--- src/rtl/muldiv_pkg.sv ---
// rtl/muldiv_pkg.sv - shared constants for the sequential MULTU/DIVU unit
// Purpose: ALU control codes, operation encodings, FSM state encodings and
//          the default operand width used by muldiv_seq and muldiv_step.
// Ports:   none (package).
package muldiv_pkg;

  localparam int XLEN_DEF = 32;

  // ALU control; bit 2 doubles as the ALU carry-in.
  localparam logic [2:0] ALU_ADD = 3'b010;
  localparam logic [2:0] ALU_SUB = 3'b110;

  localparam logic OP_MULTU = 1'b0;
  localparam logic OP_DIVU  = 1'b1;

  localparam logic [1:0] IDLE = 2'd0;
  localparam logic [1:0] RUN  = 2'd1;
  localparam logic [1:0] DONE = 2'd2;

endpackage

--- src/rtl/muldiv_step.sv ---
// rtl/muldiv_step.sv - one shift-add / restoring-divide iteration
// Purpose: purely combinational step logic. Drives the shared ALU operands
//          and builds the next HI/LO from the ALU result.
// Ports:
//   op        in   0 = MULTU, 1 = DIVU
//   hi, lo    in   current HI/LO registers
//   opnd      in   multiplicand (MULTU) or divisor (DIVU)
//   alu_r     in   ALU result
//   alu_cout  in   ALU carry out of the top bit
//   alu_a/b   out  ALU operands
//   alu_ctr   out  ALU control
//   hi_next   out  HI after this step
//   lo_next   out  LO after this step
module muldiv_step
  import muldiv_pkg::*;
#(
  parameter int XLEN = XLEN_DEF
) (
  input  logic            op,
  input  logic [XLEN-1:0] hi,
  input  logic [XLEN-1:0] lo,
  input  logic [XLEN-1:0] opnd,
  input  logic [XLEN-1:0] alu_r,
  input  logic            alu_cout,
  output logic [XLEN-1:0] alu_a,
  output logic [XLEN-1:0] alu_b,
  output logic [2:0]      alu_ctr,
  output logic [XLEN-1:0] hi_next,
  output logic [XLEN-1:0] lo_next
);

  logic [XLEN-1:0] sh;
  logic            acc;

  always_comb begin
    // Divide: partial remainder shifted left, pulling in the next dividend bit.
    sh = {hi[XLEN-2:0], lo[XLEN-1]};
    // The bit shifted out of HI makes the 33-bit remainder exceed any divisor,
    // so the subtraction is taken even when the ALU reports a borrow.
    acc = hi[XLEN-1] | alu_cout;

    alu_a   = '0;
    alu_b   = '0;
    alu_ctr = ALU_ADD;
    hi_next = hi;
    lo_next = lo;

    if (op == OP_DIVU) begin
      alu_a   = sh;
      alu_b   = opnd;
      alu_ctr = ALU_SUB;
      hi_next = acc ? alu_r : sh;
      lo_next = {lo[XLEN-2:0], acc};
    end else begin
      // Multiply: add the multiplicand when the current multiplier bit is set,
      // then shift the 65-bit {cout, HI, LO} right by one.
      alu_a   = hi;
      alu_b   = lo[0] ? opnd : '0;
      alu_ctr = ALU_ADD;
      hi_next = {alu_cout, alu_r[XLEN-1:1]};
      lo_next = {alu_r[0], lo[XLEN-1:1]};
    end
  end

endmodule

--- src/rtl/muldiv_seq.sv ---
// rtl/muldiv_seq.sv - multi-cycle MULTU/DIVU controller on the shared ALU
// Purpose: IDLE -> RUN (STEPS cycles) -> DONE sequencer. Borrows the execute
//          stage ALU while alu_own is high and delivers a HI/LO result.
// Ports:
//   clk, reset     in   clock (rising edge), async active-high reset
//   start          in   request, sampled only in IDLE
//   op             in   0 = MULTU, 1 = DIVU, sampled with start
//   src_a, src_b   in   multiplicand/dividend, multiplier/divisor
//   alu_r          in   ALU result
//   alu_cout       in   ALU carry out
//   alu_a, alu_b   out  ALU operands (zero outside RUN)
//   alu_ctr        out  ALU control (ADD outside RUN)
//   alu_own        out  block owns the ALU
//   busy           out  operation in progress
//   done           out  one-cycle pulse, HI/LO valid
//   hi, lo         out  product high/low or remainder/quotient
module muldiv_seq
  import muldiv_pkg::*;
#(
  parameter int XLEN  = 32,
  parameter int STEPS = 32,
  parameter int CNT_W = 5
) (
  input  logic            clk,
  input  logic            reset,
  input  logic            start,
  input  logic            op,
  input  logic [XLEN-1:0] src_a,
  input  logic [XLEN-1:0] src_b,
  input  logic [XLEN-1:0] alu_r,
  input  logic            alu_cout,
  output logic [XLEN-1:0] alu_a,
  output logic [XLEN-1:0] alu_b,
  output logic [2:0]      alu_ctr,
  output logic            alu_own,
  output logic            busy,
  output logic            done,
  output logic [XLEN-1:0] hi,
  output logic [XLEN-1:0] lo
);

  logic [1:0]      state_q, state_d;
  logic [CNT_W-1:0] count_q, count_d;
  logic            op_q, op_d;
  logic [XLEN-1:0] opnd_q, opnd_d;
  logic [XLEN-1:0] hi_q, hi_d;
  logic [XLEN-1:0] lo_q, lo_d;

  logic [XLEN-1:0] step_a, step_b, step_hi, step_lo;
  logic [2:0]      step_ctr;
  logic            run;

  assign run = (state_q == RUN);

  muldiv_step #(.XLEN(XLEN)) u_step (
    .op       (op_q),
    .hi       (hi_q),
    .lo       (lo_q),
    .opnd     (opnd_q),
    .alu_r    (alu_r),
    .alu_cout (alu_cout),
    .alu_a    (step_a),
    .alu_b    (step_b),
    .alu_ctr  (step_ctr),
    .hi_next  (step_hi),
    .lo_next  (step_lo)
  );

  always_comb begin
    state_d = state_q;
    count_d = count_q;
    op_d    = op_q;
    opnd_d  = opnd_q;
    hi_d    = hi_q;
    lo_d    = lo_q;
    case (state_q)
      IDLE: begin
        if (start) begin
          op_d    = op;
          opnd_d  = src_b;
          hi_d    = '0;
          lo_d    = src_a;
          count_d = '0;
          state_d = RUN;
        end
      end
      RUN: begin
        hi_d    = step_hi;
        lo_d    = step_lo;
        count_d = count_q + CNT_W'(1);
        if (count_q == CNT_W'(STEPS - 1)) begin
          state_d = DONE;
        end
      end
      DONE: begin
        state_d = IDLE;
      end
      default: begin
        state_d = IDLE;
      end
    endcase
  end

  always_ff @(posedge clk or posedge reset) begin
    if (reset) begin
      state_q <= IDLE;
      count_q <= '0;
      op_q    <= OP_MULTU;
      opnd_q  <= '0;
      hi_q    <= '0;
      lo_q    <= '0;
    end else begin
      state_q <= state_d;
      count_q <= count_d;
      op_q    <= op_d;
      opnd_q  <= opnd_d;
      hi_q    <= hi_d;
      lo_q    <= lo_d;
    end
  end

  assign busy    = run;
  assign alu_own = run;
  assign done    = (state_q == DONE);
  // The execute-stage mux only listens while alu_own is high; parking the
  // operands at zero/ADD keeps the ALU quiet the rest of the time.
  assign alu_a   = run ? step_a   : '0;
  assign alu_b   = run ? step_b   : '0;
  assign alu_ctr = run ? step_ctr : ALU_ADD;
  assign hi      = hi_q;
  assign lo      = lo_q;

endmodule
--- config.mk ---
export PLATFORM = sky130hd
export DESIGN_NAME = muldiv_seq
export DESIGN_NICKNAME = d
export VERILOG_FILES = /design/src/rtl/muldiv_pkg.sv /design/src/rtl/muldiv_step.sv /design/src/rtl/muldiv_seq.sv
export SDC_FILE = /design/constraint.sdc
export NUM_CORES = 1
export LEC_CHECK = 0
export CORE_UTILIZATION = 55
export CTS_BUF_LIST = sky130_fd_sc_hd__clkbuf_16
export CTS_CLUSTER_DIAMETER = 40
export CTS_CLUSTER_SIZE = 25
export DETAILED_ROUTE_END_ITERATION = 16
export DONT_BUFFER_PORTS = 1
export PLACE_DENSITY_LB_ADDON = 0.25
export SYNTH_ARGS = -nofsm -noshare
export SYNTH_HDL_FRONTEND = slang
export SYNTH_SLANG_ARGS = --single-unit
--- constraint.sdc ---
create_clock -name clk -period 7.9 [get_ports clk]
set_input_delay 1.58 -clock clk [delete_from_list [all_inputs] [get_ports clk]]
set_output_delay 1.58 -clock clk [all_outputs]
set_load 0.03 [all_outputs]
==> qor.csv <==
stage;metric;value;unit
final_layout;stdcell_count;677;
cts;ctsHoldBuffers;0;
floorplanning;core;9955;µm²
global_routing;grt_pass1_vias;4146;
floorplanning;die_y;104.4;µm
detailed_routing;postRouteAntennaNets;0;
cts;ctsHtreeMaxLevel;3;
setup_path;crit_type;flop to output pin;
global_routing;grt_max_degree;98;
detailed_routing;finalWirelength;14.22;mm
timing;setup_viol;0;
cts;path_clk_slew;0.07;ns
yosys;syn_inst;577;
final_layout;final_nets;642;
global_routing;gr-total-overflow;0;
yosys;ys_seq_area_share;45.17;%
timing;skew;0.008454;ns
place;placedCellCount;661;
final_layout;syn_to_final_growth;3.388;%
cts;cts_tree;built;
setup_path;timing.rr.end;hi[3]$_DFFE_PP0P_;
yosys;synthTopCellsByArea;dfrtp_1, mux2i_1, o21ai_0, mux2_2, a32oi_1;
global_routing;grt_first_pass_wirelength;22.34;mm
setup_path;rr_worst_depth;4;
yosys;synth_common_cells;dfrtp_1, o21ai_0, mux2i_1;
cts;cts_setup_buffers;0;
hold_path;hold-path-endpoint;count_q[3]$_DFFE_PP0P_;
detailed_routing;vias;4257;
timing;fin_crit;4.601;ns
hold_path;min_path_cells;1;
place;gp_congestion;0.8157;
setup_path;crit_fanout;71;
yosys;yosys.area.top_type_share;45.17;%
global_routing;grt_usage;25.63;%
yosys;postSynthAreaPerCell;9.986;µm²
job;drv_cap;0;
floorplanning;initial_core_util;57.88;%
yosys;yosys_warnings;0;
final_layout;nFillCells;862;
yosys;yosysMostFrequentCell;dfrtp_1;
yosys;synthArstFlopShare;100.0;%
timing;rsz0062_at_grt;false;
yosys;ys_types;32;
cts;clockBufferDepth;2;
place;numPortBuffers;0;
timing;fin_setup_tns;0;ns
run_status;status;finished clean;
timing;hold_viol;0;
final_layout;diodes;0;
detailed_routing;drt-pass1-iter-count;4;
detailed_routing;drc;0;
detailed_routing;drt_iter0_markers;337;
final_layout;drive_gt1_share;11.03;%
setup_path;cp-end-kind;output pin;
yosys;syn-cell-area;5762;µm²
global_routing;antenna_found_initial;0;
timing;fmax;0.2174;GHz
cts;clk_latency;0.34;ns
floorplanning;rows;36;
final_layout;multi_input_area;2861;µm²
yosys;synth_edf_count;0;
cts;cts_sinks;104;
yosys;synthFlopType;dfrtp_1;
setup_path;r2r_setup_slack;5.10;ns
setup_path;cp.arrival;3.02;ns
setup_path;start_kind;flop;
floorplanning;fp.dieW;104.4;µm
detailed_routing;viasPerCell;6.288;
timing;slew_headroom;23.20;%
setup_path;worst_ep_required_time;6.32;ns
yosys;synth_nets;680;
timing;slew_violations;0;
yosys;synth_top_area_cell;dfrtp_1;
setup_path;r2r-start;op_q$_DFFE_PP0P_;
cts;postCtsResizedCells;0;
timing;worstMarginPinSlew;1.147;ns
place;dp_hpwl;9.293;mm
floorplanning;pin_count;235;
floorplanning;die_area;10890;µm²
timing;finalCritPeriodShare;58.24;%
detailed_routing;wire_per_inst;21.00;µm
hold_path;holdCritPathClass;flop to flop;
final_layout;regArea;2606;µm²
yosys;synth_seq_cells;104;
hold_path;holdCritStartpoint;count_q[3]$_DFFE_PP0P_;
cts;cts-root-buf;clkbuf_16;
cts;cts_buffers;9;
## metrics by stage
| step | area [µm²] | setup slack [ns] | hold WS (ns) | utilization, % |
|---|---|---|---|---|
| global placement | 5699 | 3.723 | 0.4525 | 57.25 |
| detailed placement | 5699 | 3.693 | 0.4835 | 57.25 |
| finish | 5957 | 3.299 | 0.4837 | 59.84 |
| CTS | 5957 | 3.314 | 0.4898 | 59.84 |
| global route | 5957 | 3.114 | 0.5085 | 59.84 |
| floorplan | 5762 | 3.588 | 0.4380 | - |
## state kept, by name, indices dropped and copies added (netlist names)
name and cells:
hi 32, lo 32, opnd_q 32, count_q 5
state_q 2, op_q 1
## critical path: stages (launching register included)
cell and delay, ns:
dfrtp_1 0.41, nand2b_2 0.19, buf_4 0.35, inv_4 0.72
nand2_2 0.55, inv_1 0.41
## cell families after synthesis
group                    after synthesis  share of synthesized area (%)
adder cells (fa/ha/maj)                2                         0.4342
other                                  2                         0.1303
buffers and inverters                 59                          5.581
AO/OA/AOI/OAI                        169                          18.59
multiplexers                          96                          17.37
flip-flops                           104                          45.17
AND/OR/NAND/NOR                      145                          12.73
## routing by layer
layer  vias to the layer above  GRT usage, %  share of wire [%]
met4                         0         8.980                1.3
met2                       176         41.30                 49
met1                      2085         32.30                 41
met5                         -             0                  0
met3                        13         8.271                9.0
li1                       1983             -                  -
## layout by cell type, fill, tap and decap left out, types with 2 or more instances in the layout
master	synthesis	layout
o21ai_1	16	16
and2_1	33	33
a21oi_1	2	2
o21ai_0	80	80
nand2b_1	3	2
nand2_1	35	35
inv_4	1	2
a32oi_1	31	31
dfrtp_1	104	103
mux2i_1	64	64
clkinv_2	0	2
mux2_2	32	32
a211oi_1	31	31
inv_1	3	5
nor2_1	35	35
ha_1	2	2
buf_4	15	6
conb_1	2	2
nor2b_1	33	33
clkbuf_16	0	9
a22o_1	3	3
## how the worst max path moves through the flow
| stage | slack, ns | end | cells past startpoint | startpoint |
|---|---|---|---|---|
| floorplan | 3.59 | count_q[0]$_DFFE_PP0P_ | 1 | reset |
| global placement | 3.72 | alu_ctr[2] | 5 | state_q[1]$_DFFE_PP0P_ |
| detailed placement | 3.69 | alu_ctr[2] | 5 | state_q[1]$_DFFE_PP0P_ |
| CTS | 3.31 | alu_ctr[2] | 5 | state_q[1]$_DFFE_PP0P_ |
| global route | 3.11 | alu_ctr[2] | 5 | state_q[1]$_DFFE_PP0P_ |
| finish | 3.30 | alu_ctr[2] | 5 | state_q[1]$_DFFE_PP0P_ |
## layout make-up
class	instances	area share, %
Clock buffer	9	3.781
Tap cell	133	2.794
Clock inverter	7	0.5461
Inverter	4	0.3361
Timing Repair Buffer	6	0.7561
Sequential cell	104	43.75
Multi-Input combinational cell	414	48.04
Power is left out: the tool's default activity adds up to more than one toggle a clock period on the data nets, which glitch-free logic cannot reach.
